--- config.mk ---
export PLATFORM = sky130hd
export DESIGN_NAME = multiword_add_sequencer
export DESIGN_NICKNAME = d
export VERILOG_FILES = /design/src/rtl/multiword_add_sequencer_pkg.sv /design/src/rtl/multiword_add_sequencer.sv
export SDC_FILE = /design/constraint.sdc
export NUM_CORES = 1
export LEC_CHECK = 0
export CAP_MARGIN = 30
export CORE_ASPECT_RATIO = 1.75
export CORE_MARGIN = 2
export CORE_UTILIZATION = 38
export DETAILED_ROUTE_END_ITERATION = 8
export PLACE_DENSITY = 0.79
export SLEW_MARGIN = 10
export SYNTH_ARGS = -nofsm -noshare
export SYNTH_HDL_FRONTEND = slang
export SYNTH_SLANG_ARGS = --single-unit
--- constraint.sdc ---
create_clock -name clk -period 1.3 [get_ports clk]
set_input_delay 0.195 -clock clk [delete_from_list [all_inputs] [get_ports clk]]
set_output_delay 0.195 -clock clk [all_outputs]
set_load 0.02 [all_outputs]
--- src/rtl/multiword_add_sequencer_pkg.sv ---
// Shared types and defaults for the multi-word add/subtract sequencer.
package multiword_add_sequencer_pkg;

  localparam int unsigned MWAS_WIDTH     = 32;
  localparam int unsigned MWAS_MAX_WORDS = 8;

  // Operation state on the input side.
  typedef enum logic [0:0] {
    IDLE = 1'b0,
    RUN  = 1'b1
  } seq_state_t;

  // One word held between acceptance and the adder.
  typedef struct packed {
    logic [MWAS_WIDTH-1:0] a;
    logic [MWAS_WIDTH-1:0] b;
    logic                  sub;
    logic                  first;
    logic                  last;
  } stage_t;

  // Signed overflow: the carry into the MSB is sum^a^b at that bit.
  // Overflow is that carry XOR the carry out of the MSB.
  function automatic logic signed_ovf(input logic cout, input logic sum_msb,
                                      input logic a_msb, input logic b_msb);
    return cout ^ (sum_msb ^ a_msb ^ b_msb);
  endfunction

endpackage

--- src/rtl/multiword_add_sequencer.sv ---
// Streams wide add/subtract operations through an external 32-bit adder,
// least-significant word first, chaining the carry between words.
module multiword_add_sequencer
  import multiword_add_sequencer_pkg::*;
#(
  parameter int unsigned WIDTH     = MWAS_WIDTH,
  parameter int unsigned MAX_WORDS = MWAS_MAX_WORDS
) (
  input  logic             clk,
  input  logic             rst,
  input  logic             in_valid,
  output logic             in_ready,
  input  logic [WIDTH-1:0] in_a,
  input  logic [WIDTH-1:0] in_b,
  input  logic             in_sub,
  input  logic             in_last,
  output logic [WIDTH-1:0] add_a,
  output logic [WIDTH-1:0] add_b,
  output logic             add_cin,
  input  logic [WIDTH-1:0] add_sum,
  input  logic             add_cout,
  output logic             out_valid,
  input  logic             out_ready,
  output logic [WIDTH-1:0] out_sum,
  output logic             out_last,
  output logic             out_cout,
  output logic             out_ovf,
  output logic             err_len
);

  localparam int unsigned CW = $clog2(MAX_WORDS) + 1;

  seq_state_t       state_r, state_nxt_s;
  logic [CW-1:0]    cnt_r, cnt_nxt_s;
  logic             mode_r;
  stage_t           stage_r;
  logic             stage_valid_r;
  logic             carry_r;
  logic             out_valid_r;
  logic [WIDTH-1:0] out_sum_r;
  logic             out_last_r;
  logic             out_cout_r;
  logic             out_ovf_r;
  logic             err_len_r;

  logic             adv_s;
  logic             in_ready_s;
  logic             accept_s;
  logic             first_s;
  logic             sub_eff_s;
  logic             at_max_s;
  logic             last_eff_s;
  logic             force_s;

  // Handshake, word position and effective mode/last for the incoming word.
  always_comb begin
    adv_s      = stage_valid_r && (!out_valid_r || out_ready);
    in_ready_s = !rst && (!stage_valid_r || adv_s);
    accept_s   = in_valid && in_ready_s;
    first_s    = (state_r == IDLE);
    if (first_s) begin
      sub_eff_s = in_sub;
      cnt_nxt_s = CW'(1);
    end else begin
      sub_eff_s = mode_r;
      cnt_nxt_s = cnt_r + CW'(1);
    end
    at_max_s   = (cnt_nxt_s == CW'(MAX_WORDS));
    last_eff_s = in_last || at_max_s;
    force_s    = accept_s && at_max_s && !in_last;
  end

  // Next-state logic: an operation opens on a non-last word and closes on the
  // last word or when the word limit is reached.
  always_comb begin
    state_nxt_s = state_r;
    case (state_r)
      IDLE: begin
        if (accept_s && !last_eff_s) state_nxt_s = RUN;
        else                         state_nxt_s = IDLE;
      end
      RUN: begin
        if (accept_s && last_eff_s) state_nxt_s = IDLE;
        else                        state_nxt_s = RUN;
      end
      default: state_nxt_s = IDLE;
    endcase
  end

  // State register, word counter and per-operation mode latch.
  always_ff @(posedge clk) begin
    if (rst) begin
      state_r <= IDLE;
      cnt_r   <= '0;
      mode_r  <= 1'b0;
    end else begin
      state_r <= state_nxt_s;
      if (accept_s) begin
        cnt_r <= last_eff_s ? '0 : cnt_nxt_s;
        if (first_s) mode_r <= in_sub;
      end
    end
  end

  // Stage register: captures an accepted word, B already conditioned for mode.
  always_ff @(posedge clk) begin
    if (rst) begin
      stage_valid_r <= 1'b0;
      stage_r       <= '0;
    end else if (accept_s) begin
      stage_valid_r <= 1'b1;
      stage_r       <= '{a:     in_a,
                         b:     in_b ^ {WIDTH{sub_eff_s}},
                         sub:   sub_eff_s,
                         first: first_s,
                         last:  last_eff_s};
    end else if (adv_s) begin
      stage_valid_r <= 1'b0;
    end
  end

  // Result capture and carry chaining when the staged word advances.
  always_ff @(posedge clk) begin
    if (rst) begin
      out_valid_r <= 1'b0;
      out_sum_r   <= '0;
      out_last_r  <= 1'b0;
      out_cout_r  <= 1'b0;
      out_ovf_r   <= 1'b0;
      carry_r     <= 1'b0;
    end else if (adv_s) begin
      out_valid_r <= 1'b1;
      out_sum_r   <= add_sum;
      out_last_r  <= stage_r.last;
      carry_r     <= add_cout;
      if (stage_r.last) begin
        out_cout_r <= add_cout;
        out_ovf_r  <= signed_ovf(add_cout, add_sum[WIDTH-1],
                                 stage_r.a[WIDTH-1], stage_r.b[WIDTH-1]);
      end
    end else if (out_ready) begin
      out_valid_r <= 1'b0;
    end
  end

  // Sticky flag for operations closed by the word limit.
  always_ff @(posedge clk) begin
    if (rst)          err_len_r <= 1'b0;
    else if (force_s) err_len_r <= 1'b1;
  end

  assign in_ready  = in_ready_s;
  assign add_a     = stage_r.a;
  assign add_b     = stage_r.b;
  assign add_cin   = stage_r.first ? stage_r.sub : carry_r;
  assign out_valid = out_valid_r;
  assign out_sum   = out_sum_r;
  assign out_last  = out_last_r;
  assign out_cout  = out_cout_r;
  assign out_ovf   = out_ovf_r;
  assign err_len   = err_len_r;

endmodule

Word-level counts from Yosys, hierarchy flattened
Index checks and enable logic that the tools add are counted.

Register bits: 111. Input port bits: 103. Output and inout port bits: 103.

Add/subtract/negate cells: 1. Eq/ne operators: 1. Muxes and demuxes: 11. Bitwise operators: 5. Reductions and logical operators: 18.

Operators by type and width (number): $xor A32 B32 Y32 (1); $mux W1 (8); $mux W4 (2); $logic_and A1 B1 Y1 (7); $logic_not A1 Y1 (5); $add A4 B1 Y4 const B (1); $eq A4 B4 Y1 const B (1); $reduce_bool A2 Y1 (2); $logic_or A1 B1 Y1 (3); $xor A1 B1 Y1 (3); $pmux W1 S2 (1); $reduce_and A2 Y1 (1); $not A1 Y1 (1).

Depth between registers and ports, before layout
Gate-level depths: netlist of the first run.

Depth after elaboration: 9. Mapped depth: 6. Gate-level depth less buffers: 5.

Least setup slack after synthesis of the first run
OpenSTA, ideal clock, no wires.

Path kind: flip-flop to flip-flop. From: reg cnt_r[0]. To: reg (tool-made name). Library setup time: 0.116 ns. Arrival: 1.212 ns. Required time: 1.184 ns. Setup slack: -0.028 ns. Cell stages (with the launch flop): 6. Buffers on the path: 0. Clock period less this slack: 1.328 ns. Cell sequence: dfxtp_1 > ha_1 > xor2_1 > nor3_1 > a211oi_1 > a31o_2.

RTL lines: start: declaration (line multiword_add_sequencer.sv:34) `logic [CW-1:0] cnt_r, cnt_nxt_s;`; start signal: assignment (line multiword_add_sequencer.sv:99) `cnt_r <= last_eff_s ? '0 : cnt_nxt_s;`.

==> results.toml, run 1 <==
[outcome]
status = "finished with violations"
violations = "setup timing"

[die]
std_cell_rows = 53
coreArea_um2 = 12000
die_area_um2 = 13200
initial_core_util_pct = 38.8
die_h_um = 150
io_pins = 206
die_w_um = 87.7

[layout]
utilization_pct = 58.1
drive_gt1_share_pct = 12.7
stdcell_count = 883
num_antenna_cells = 0
area_growth_pct = 49.9
nNetsFinal = 817

[worst_setup_path]
path_max_fanout = 22
critical_path_arrival_ps = 1550
critPathMaxStageDelay_ps = 380
critPathKind = "flop to flop"
slowest_stage = "dfxtp_4"
path_cells = "mux2i_4, buf_12, xor2_1, o21ai_1"
cp.required_ps = 1540
cp-end-kind = "flop"
cp-start-kind = "flop"

[timing]
worstMarginPinSlew_ps = 395
max_freq_mhz = 762
setup_viol = 4
hold_viol = 0
grt_setup_unrepaired = "yes"
fin_crit_sh_pct = 101
maxSlewHeadroom_pct = 73.6
layout_min_cycle_time_ps = 1310
skew_ps = 6.72
worst_slack_ps = -12.9
finalMaxSlewViolations = 0

[yosys]
synthTopCellsByArea = "dfxtp_1 48%, nand2_1 11%, buf_4 10%"
syn_inst = 561
synth_nets = 665
netlist-cell-type-count = 27
async_reset_ff_share_pct = 0
synth_ff_type = "dfxtp_1"
synthesis.area_um2 = 4650
yosysWarnings = 0
syn_avg_cell_area_um2 = 8.29
synth_seq_area_share_pct = 47.8
synth-seq-cells = 111
synth_most_common_cell = "nand2_1"
synth-edff-count = 0
synth_top_cell_by_area = "dfxtp_1"
synth_top_area_share_pct = 47.8
synth_commonest_cells = "139 x nand2_1, 111 x dfxtp_1, 64 x buf_4"

[global_route]
grt_pass1_wl_um = 18600
grt_util_met2_pct = 33.0
track_usage_pct = 17.9
globalRoute.totalOverflow = 0
grt_max_degree = 67
grt_use_met1_pct = 18.7
busiest_layer = "met2"
use_met3_pct = 3.51
antenna_found_initial = 0
grt_pass1_vias = 3957

[power_and_ir_drop]
p_per_area_nw_per_um2 = 1160
vdd_drop_max_uv = 671
p_leak_uw = 0.00305

[clocking]
cts_sinks = 111
clk_path_buf_depth = 2
cts_buffers = 9
clkSlewWorstSetupHoldPaths_ps = 70
cts_tree = "yes"
hold_buffers = 0
htree_levels = 3
root_buffer = "clkbuf_16"
clk_latency_ps = 340

[drt]
drc = 0
wl_per_cell_um = 14.3
vias = 4102
drt_iter0_markers = 150
firstDrtPassIters = 4
routed_wl_um = 12600
drt.antenna.violating_nets = 0
viasPerCell = 4.65

[min_path]
hp-class = "input port to flop"
min_from = "out_ready"

[job]
max_cap_violations = 0

[placement]
gp_congestion = 0.782
hpwl_um = 8960
portBuffers = 205
post-place-ws_ps = -581
post-place-cells = 860
[stage by stage]
step                      setup TNS, ps  instance area (um2)  total power, uW  hold WS, ps
after floorplan                       0                 4660             4860          304
after global placement           -28960                 6570             5560          442
after detailed placement         -31110                 6570             5610          445
after CTS                         -61.9                 6810             8150          238
after global routing              -3570                 6970             8490          262
final                             -21.8                 6970             8120          232
[layout by cell type (no fill, tap or decap), drive strengths merged]
master,instances
clkbuf,16
nand3b,2
and2,2
clkinv,3
xor2,33
mux2,1
dfxtp,111
xnor2,4
a41oi,1
nor3,2
nor2b,3
nor2,10
nand4b,2
o21ai,65
dlygate4sd2,98
a21oi,41
a211oi,3
mux2i,2
nand3,34
buf,37
nand2,139
dlymetal6s2s,1
nand2b,1
inv,4
ha,1
a31o,1
clkdlybuf4s15,1
clkdlybuf4s50,100
[cell type report]
class | instances | area [um2]
Multi-Input combinational cell | 347 | 1870
Tap cell | 165 | 206
Sequential cell | 111 | 2230
Inverter | 2 | 7.51
Timing Repair Buffer | 242 | 2360
Fill cell | 1092 | 5030
Clock buffer | 11 | 253
Clock inverter | 5 | 40.0
[state kept, by name, summed over array words and instances, names as in the netlist, named ones only]
name,flops
add_a,32
add_b,32
out_sum,32
cnt_r,4
stage_r,3
carry_r,1
err_len,1
out_cout,1
out_last,1
out_ovf,1
out_valid,1
stage_valid_r,1
[worst paths after layout]
check / to / slack (ps) / depth (start not counted)
max: add_b[20] / -10 / 4
min: out_valid / 230 / 3
max reg2reg: add_b[20] / -10 / 4
min reg2reg: add_a[17] / 440 / 2
[repair_timing]
| item | in CTS | in global routing |
|---|---|---|
| endpoints found under the setup margin | 109 | 82 |
| gates cloned | 0 | 4 |
| gates resized for setup | 128 | 43 |
| setup buffers | 1 | 2 |
| hold endpoints to repair | 0 | 0 |
| pin swaps | 2 | 18 |
[report_power, final]
part	total [uW]	internal [uW]	switching, uW
Sequential	3770	3640	123
Clock	2690	1420	1260
Combinational	1670	812	859
Total	8120	5880	2240
[worst max-delay path, delay by kind of cell (launching register included)]
| kind | cells | cell delay, ps |
|---|---|---|
| buffers and inverters | 1 | 230 |
| XOR/XNOR | 1 | 190 |
| multiplexers | 1 | 320 |
| AO/OA/AOI/OAI | 1 | 70 |
| flip-flops | 1 | 380 |
[routing by layer]
layer  wire length, um  share of wire [%]
met5                 0                  0
met3               544                4.3
met4               426                3.4
met2              6980                 55
met1              4680                 37
[cell families after synthesis]
logic type	share of synthesized area, %
buf+inv	14.4
simple gates	17.4
fa+ha+maj	0.269
mux	0.941
compound gates	12.3
xor+xnor	6.96
flops	47.8
(Power assumes the default switching activity.)
==> inputs of run 2 (changes only) <==
- CORE_MARGIN: 2 -> unset
==> results.toml, run 2 (synthesis gave the netlist of run 1 again) <==
[worst_setup_path]
critical_path_arrival_ps = 1560
worstRegToRegCells = 6
rr_endpoint = "cnt_r[3]"
r2r-start = "cnt_r[1]"
cp-end-kind = "flop"
crit_start = "cnt_r[1]"
cp.required_ps = 1530
critPathKind = "flop to flop"
path_max_fanout = 2
reg2reg_slack_ps = -30
cp-start-kind = "flop"

[timing]
hold_viol = 0
maxSlewHeadroom_pct = 74.8
skew_ps = 8.79
layout_min_cycle_time_ps = 1330
finalSetupTns_ps = -97.8
setup_viol = 8
worst_slack_ps = -29.4
finalMaxSlewViolations = 0
max_freq_mhz = 752
fin_crit_sh_pct = 102
grt_setup_unrepaired = "yes"
worstMarginPinSlew_ps = 378
hold_ws_ps = 262

[die]
die_w_um = 85.7
std_cell_rows = 53
die_h_um = 148
initial_core_util_pct = 38.8
coreArea_um2 = 12000
io_pins = 206
die_area_um2 = 12700

[min_path]
min_to = "stage_r[1]"
min_delay_path_depth = 3
hp-class = "input port to flop"
min_from = "rst"

[layout]
area_growth_pct = 53.8
utilization_pct = 59.6
drive_gt1_share_pct = 15.2
num_antenna_cells = 0
mostFrequentLayoutCells = "126 x nand2_1, 104 x dfxtp_1, 101 x clkdlybuf4s50_1, 98 x dlygate4sd2_1, 47 x o21ai_1"
final_common_cell = "nand2_1"
nNetsFinal = 821

[outcome]
status = "finished with violations"
violations = "setup timing"

[placement]
gp_congestion = 0.787
hpwl_um = 9020
portBuffers = 205

[global_route]
track_usage_pct = 19.3
grt_pass1_wl_um = 19300
antenna_found_initial = 0
globalRoute.totalOverflow = 0
grt_pass1_vias = 4110
grt_max_degree = 47

[clocking]
cts_buffers = 9
root_buffer = "clkbuf_16"
hold_buffers = 0
htree_levels = 3
cts_sinks = 111
clkSlewWorstSetupHoldPaths_ps = 70
clk_latency_ps = 350
clk_path_buf_depth = 2
cts_tree = "yes"

[drt]
drt_iter0_markers = 168
viasPerCell = 4.72
wl_per_cell_um = 14.4
routed_wl_um = 12800
vias = 4186
drt.antenna.violating_nets = 0
drc = 0
firstDrtPassIters = 4

[power_and_ir_drop]
total_power_uw = 8410
p_per_area_nw_per_um2 = 1170
p_leak_uw = 0.00313
vdd_drop_max_uv = 713

[job]
max_cap_violations = 0
[run 2: changes by cell type in the layout (fill, tap and decap cells not counted), moves of 4 or more]
cell / before / now
buf_12: 6 / 11
nand2_1: 137 / 126
nand2_2: 2 / 11
o21ai_0: 21 / 12
o21ai_1: 43 / 47
o21ai_2: 1 / 6
xor2_1: 32 / 25
xor2_2: 1 / 8
[run 2: worst max-delay path by stage]
stage                endpoint  slack [ps]  cells after the start
floorplan                flop          30                      4
global placement     in_ready        -470                      5
detailed placement   in_ready        -490                      5
CTS                 add_b[13]         -90                      4
global route        add_b[24]        -100                      6
finish               cnt_r[3]         -30                      6
[run 2: final cells by class]
| class | count | area, um2 |
|---|---|---|
| Timing Repair Buffer | 246 | 2460 |
| Multi-Input combinational cell | 347 | 1940 |
| Inverter | 2 | 7.51 |
| Tap cell | 165 | 206 |
| Clock inverter | 7 | 86.3 |
| Sequential cell | 111 | 2230 |
| Clock buffer | 9 | 225 |
| Fill cell | 1037 | 4840 |
[run 2: metal layers]
| layer | vias up | GRT usage [%] | wire length, um |
|---|---|---|---|
| li1 | 2062 | - | - |
| met1 | 1924 | 19.5 | 4460 |
| met2 | 156 | 35.3 | 7070 |
| met3 | 44 | 3.77 | 573 |
| met4 | 0 | 12.6 | 661 |
| met5 | - | 0 | 0 |
[run 2: repair_timing]
item / CTS / global route
hold endpoints to repair: 0 / 0
cloned: 1 / 4
pin swaps: 3 / 16
setup buffers: 3 / 2
setup endpoints to repair: 133 / 96
resized for setup: 125 / 65
[run 2: stage by stage]
| stage | std cells | setup WS, ps | instance area [um2] |
|---|---|---|---|
| 2_1_floorplan | 561 | 33.9 | 4660 |
| 3_3_place_gp | 861 | -474 | 6610 |
| 3_5_place_dp | 861 | -493 | 6610 |
| 4_1_cts | 881 | -86.1 | 6910 |
| 5_1_grt | 887 | -97.4 | 7160 |
| 6_report | 887 | -29.4 | 7160 |
[run 2: where the power goes]
part           internal (uW)  switching, uW
clock network           1540           1340
registers               3640            126
logic                    875            886
total                   6060           2350
[run 2: worst max-delay path, cell delays in order, from the launching register on]
cell	delay (ps)
dfxtp_2	340
ha_4	160
xor2_2	140
nor3_2	200
buf_4	160
nand4b_1	120
a21oi_1	80
==> inputs of run 3 (changes only) <==
- ABC_CLOCK_PERIOD_IN_PS: unset -> 1250
- CORE_UTILIZATION: 38 -> 42
- PLACE_DENSITY: 0.79 -> 0.82
- clock period: 1.3 -> 1.25 ns (I/O delays scaled with it)
==> results.toml, run 3 (synthesis gave the netlist of run 1 again) <==
[outcome]
status = "finished with violations"
violations = "setup timing"

[layout]
area_growth_pct = 65.4
drive_gt1_share_pct = 23.0
fill_cells = 748
utilization_pct = 71.5
num_antenna_cells = 0
final_common_cell = "nand2_1"
mostFrequentLayoutCells = "106 x nand2_1, 103 x dfxtp_1, 101 x clkdlybuf4s50_1, 52 x clkdlybuf4s15_1, 49 x o21ai_1"
fin_area_um2 = 7700
nNetsFinal = 835

[clocking]
clk_path_buf_depth = 2
clk_latency_ps = 360
cts_sinks = 111
cts_tree = "yes"
root_buffer = "clkbuf_16"
cts_buffers = 9
clkSlewWorstSetupHoldPaths_ps = 80
htree_levels = 3

[drt]
wl_per_cell_um = 16.6
routed_wl_um = 14400
firstDrtPassIters = 4
drt_iter0_markers = 144
drc = 0
viasPerCell = 4.97
drt.antenna.violating_nets = 0
vias = 4304

[placement]
gp_congestion = 0.844
portBuffers = 205
placed_area_um2 = 6540
hpwl_um = 8760

[timing]
max_freq_mhz = 754
finalMaxSlewViolations = 0
hold_viol = 0
worst_slack_ps = -76.5
grt_setup_unrepaired = "yes"
maxSlewHeadroom_pct = 77.7
layout_min_cycle_time_ps = 1330
finalSetupTns_ps = -1290
setup_viol = 54
fin_crit_sh_pct = 106
skew_ps = 16.5
worstMarginPinSlew_ps = 334

[global_route]
track_usage_pct = 23.8
globalRoute.totalOverflow = 0
grt_pass1_vias = 4318
antenna_found_initial = 0
grt_pass1_wl_um = 20800
grt_max_degree = 44

[power_and_ir_drop]
clock_power_share_pct = 34.7
seqPwrFrac_pct = 42.7
p_per_area_nw_per_um2 = 1200
p_switching_uw = 2560
p_leak_uw = 0.00322
internal-power_uw = 6640
switching_share_pct = 27.9
vdd_drop_max_uv = 1090
p_comb_share_pct = 22.6

[worst_setup_path]
critPathKind = "flop to flop"
critical_path_arrival_ps = 1560
cp-end-kind = "flop"
path_max_fanout = 2
cp.required_ps = 1490
cp-start-kind = "flop"

[die]
io_pins = 206
die_w_um = 81.6
die_h_um = 141
die_area_um2 = 11500
std_cell_rows = 50
coreArea_um2 = 10800
initial_core_util_pct = 43.2

[min_path]
hp-class = "input port to flop"

[job]
max_cap_violations = 0
[run 3: power groups by stage]
| stage | logic [uW] | registers (uW) | clock network [uW] |
|---|---|---|---|
| floorplan | 1010 | 4050 | 0 |
| global placement | 1790 | 3990 | 0 |
| detailed placement | 1830 | 4000 | 0 |
| CTS | 1940 | 3920 | 3230 |
| global route | 2220 | 3960 | 3390 |
| finish | 2080 | 3930 | 3190 |
[run 3: repair_timing]
action | 4_1_cts | 5_1_grt
pin swaps | 34 | 46
gates resized for setup | 180 | 164
cloned | 10 | 4
hold buffers | 0 | 0
buffers inserted | 10 | 7
setup endpoints to repair | 191 | 159
[run 3: worst max-delay path, stage by stage (launching register included)]
cell      delay [ps]
dfxtp_4          360
ha_4             180
xor2_4           160
nor3_4           200
buf_6            140
nand4b_1         120
a21oi_2           60
[run 3: area by class of cell]
type,count,area (um2),share of cell area (%)
multi-input combinational,347,2210,28.7
clock buffer,9,225,2.93
tap,130,163,2.11
sequential,111,2240,29.1
clock inverter,7,113,1.46
timing repair buffer,260,2750,35.7
inverter,2,7.51,0.0975
[run 3: worst paths after layout]
| kind | cells after the start | slack [ps] | start | endpoint |
|---|---|---|---|---|
| max | 6 | -80 | cnt_r[0] | cnt_r[3] |
| min | 3 | 330 | rst | err_len |
| max reg2reg | 6 | -80 | cnt_r[0] | cnt_r[3] |
| min reg2reg | 2 | 450 | add_a[22] | add_a[22] |
[run 3: metal layers]
| metal | part of all wire [%] | wire length (um) | GRT usage [%] | up-vias |
|---|---|---|---|---|
| met5 | 0 | 0 | 0 | - |
| met1 | 34 | 4900 | 22.3 | 2016 |
| met2 | 58 | 8360 | 46.1 | 153 |
| li1 | - | - | - | 2099 |
| met4 | 3.3 | 467 | 11.8 | 0 |
| met3 | 4.4 | 636 | 4.98 | 36 |
[run 3: stage by stage]
| stage | hold slack [ps] | cells | total power [uW] | worst slack, ps |
|---|---|---|---|---|
| final | 326 | 866 | 9200 | -76.5 |
| after CTS | 292 | 861 | 9080 | -187 |
| after global placement | 442 | 825 | 5780 | -466 |
| after global routing | 342 | 866 | 9560 | -135 |
| after detailed placement | 447 | 825 | 5840 | -472 |
| after floorplan | 296 | 561 | 5060 | -16.1 |
==> patch (config.mk and constraints of run 3) <==
The package constant `MWAS_WIDTH` goes from 32 to 16.
--- a/src/rtl/multiword_add_sequencer_pkg.sv
+++ b/src/rtl/multiword_add_sequencer_pkg.sv
@@ -1,7 +1,7 @@
 // Shared types and defaults for the multi-word add/subtract sequencer.
 package multiword_add_sequencer_pkg;
 
-  localparam int unsigned MWAS_WIDTH     = 32;
+  localparam int unsigned MWAS_WIDTH     = 16;
   localparam int unsigned MWAS_MAX_WORDS = 8;
 
   // Operation state on the input side.
Ports: changed (6 resized); port bits go from 206 to 110. No check against the original RTL was run, so the function may have changed too.
==> patch against run 3 <==
The flow still finishes with violations (setup timing). Sequential cell count down 48. Power down 46%. Largest power group unchanged. Worst setup slack better by 0.017 ns. Critical endpoint is now add_cin. Sequential power down 43%. Final area down 46%. Wire length down 51%. Global-route usage down 3.2 points. Area after synthesis down 43%. Largest cell class unchanged. Count of clock-buffer cells in the layout up 4.
==> patch: results (changes against run 3) <==
Power
  • Worst vdd ir: 0.6530 mV (-40%)
  • Leak: 1.762 nW (-45%)

Run status
  • Status: complete, but fails checks
  • Failing checks: setup timing

Setup path
  • CP max stage delay: 0.34 ns (-0.02 ns)
  • Crit-path leading delay family: flip-flops
  • Critical Path Fanout Max: 2 (unchanged)
  • Crit path DAT: 1.12 ns (-0.44 ns)
  • Slowest CP cell: dfxtp_2

Timing
  • Slew HR: 0.7971 (+0.02005)
  • Final Worst Setup Slack: -0.05966 ns (+0.01679 ns)
  • Setup Viol. Count Final: 16 (-70%)
  • Setup_tns: -0.3526 ns (+0.9330 ns)
  • Worst Skew: 0.005009 ns (-0.01154 ns)

Placement
  • Final GP Congestion: 0.7574 (-10%)
  • Post-detail-place hpwl: 4542 um (-48%)
  • Port Buf Inserts: 109 (-47%)

Global route
  • Largest net degree at the start of global routing: 39 (-11%)
  • Initial antenna violation count: 0 (unchanged)
  • First-pass GRT wire length: 10740 um (-48%)
  • Vias in the first global route: 2394 (-45%)
  • All-layer global routing usage: 0.2067 (-0.03178)

Route
  • Drt pass-1 iters: 6 (+2)
  • Vias: 2488 (-42%)
  • DRT iter0 DRCs: 124 (-14%)
  • Total wire length: 7054 um (-51%)

Clock tree
  • CTS buffer count: 9 (unchanged)
  • Clk buf depth: 2 (unchanged)
  • CTS H-tree lvls: 3 (unchanged)
  • Root buffer cell: clkbuf_8
  • Clock-pin slew on the worst setup and hold paths: 0.06 ns (-0.02 ns)
  • Clk Latency, worst-skew pair: 0.34 ns (-0.02 ns)

Logic synthesis
  • Main synth FF type: dfxtp_1
  • Commonest cells post-synth: nand2_1, dfxtp_1, buf_4
  • Post-synth net total: 375 (-44%)
  • Async SR Flop Fraction: 0 (unchanged)
  • Syn. warnings: 0 (unchanged)
  • Yosys cell types: 28 (+3.7%)
  • Ranking of synthesized cells by area: dfxtp_1, nand2_1, buf_4
  • Seq/Total Area, Yosys: 0.4744 (-0.003195)

Finish
  • Nets@finish: 475 (-43%)
  • Fraction of layout cells with a size suffix above 1: 0.2005 (-0.02915)
  • Layout fillers: 498 (-33%)
  • N_diodes: 0 (unchanged)

Hold path
  • Type of the worst min-delay path: in2reg
## patch: changes by cell type in the layout (fill, tap and decap cells not counted), moves of 13 or more
| cell | change |
|---|---|
| a21oi_1 | -15 |
| nand2_2 | -18 |
| nand2_1 | -32 |
| nand2_4 | -13 |
| o21ai_1 | -28 |
| clkdlybuf4s50_1 | -49 |
| clkdlybuf4s15_1 | -40 |
| dfxtp_1 | -47 |
| o21ai_2 | -14 |
| nand3_1 | -13 |
## patch: report_power, final
| part | leakage (nW) | internal (mW) | total (mW) | switching [mW] |
|---|---|---|---|---|
| Sequential | 0.521 | 2.15 | 2.23 | 0.0799 |
| Clock | 0.0936 | 0.974 | 1.73 | 0.760 |
| Combinational | 1.15 | 0.528 | 1.04 | 0.509 |
| Total | 1.76 | 3.65 | 5.00 | 1.35 |
## patch: layer usage
metal | vias up | wire, um | global-route usage
met2 | 88 | 3960 | 0.3650
met1 | 1165 | 2514 | 0.2111
met5 | - | 0 | 0
li1 | 1210 | - | -
met4 | 0 | 284 | 0.1395
met3 | 25 | 295 | 0.05508
## patch: final cells by class
| type | count | area share |
|---|---|---|
| clock buffer | 13 | 0.03565 |
| clock inverter | 3 | 0.01019 |
| inverter | 2 | 0.001797 |
| multi-input combinational | 203 | 0.2930 |
| sequential | 63 | 0.3047 |
| tap | 80 | 0.02397 |
| timing repair buffer | 140 | 0.3307 |
## patch: path summary, 6_finish.rpt
path               startpoint          end  slack [ns]  depth (start not counted)
setup / recovery   stage_r[1]      add_cin       -0.06                          2
hold / removal            rst     out_cout        0.32                          3
setup reg to reg     cnt_r[0]     register       -0.06                          5
hold reg to reg   out_sum[15]  out_sum[15]        0.45                          2
## patch: timing repair
item	4_1_cts	5_1_grt
pin swaps	2	17
setup buffers	1	1
endpoints found under the setup margin	78	61
gates resized for setup	82	61
gates cloned	0	3
hold buffers	0	0
## patch: cell families (layout without fill, tap and decap cells)
logic type	Yosys count	count (layout)	synth area share
flip-flops	63	63	0.4744
multiplexers	3	3	0.01647
AND/OR/NAND/NOR	115	115	0.1845
buffers and inverters	53	158	0.1275
AO/OA/AOI/OAI	63	63	0.1233
XOR/XNOR	21	21	0.06917
adder cells (fa/ha/maj)	1	1	0.004705
## patch: metrics by stage
stage / total power [mW] / instances / instance area, um^2 / utilization / worst slack [ns]
global placement: 3.241 / 483 / 3764 / 0.6136 / -0.5084
global route: 5.234 / 504 / 4177 / 0.6809 / -0.09412
detailed placement: 3.268 / 483 / 3764 / 0.6136 / -0.5098
floorplan: 2.838 / 319 / 2671 / - / -0.001828
CTS: 4.934 / 500 / 3963 / 0.6461 / -0.07862
finish: 5.001 / 504 / 4177 / 0.6809 / -0.05966
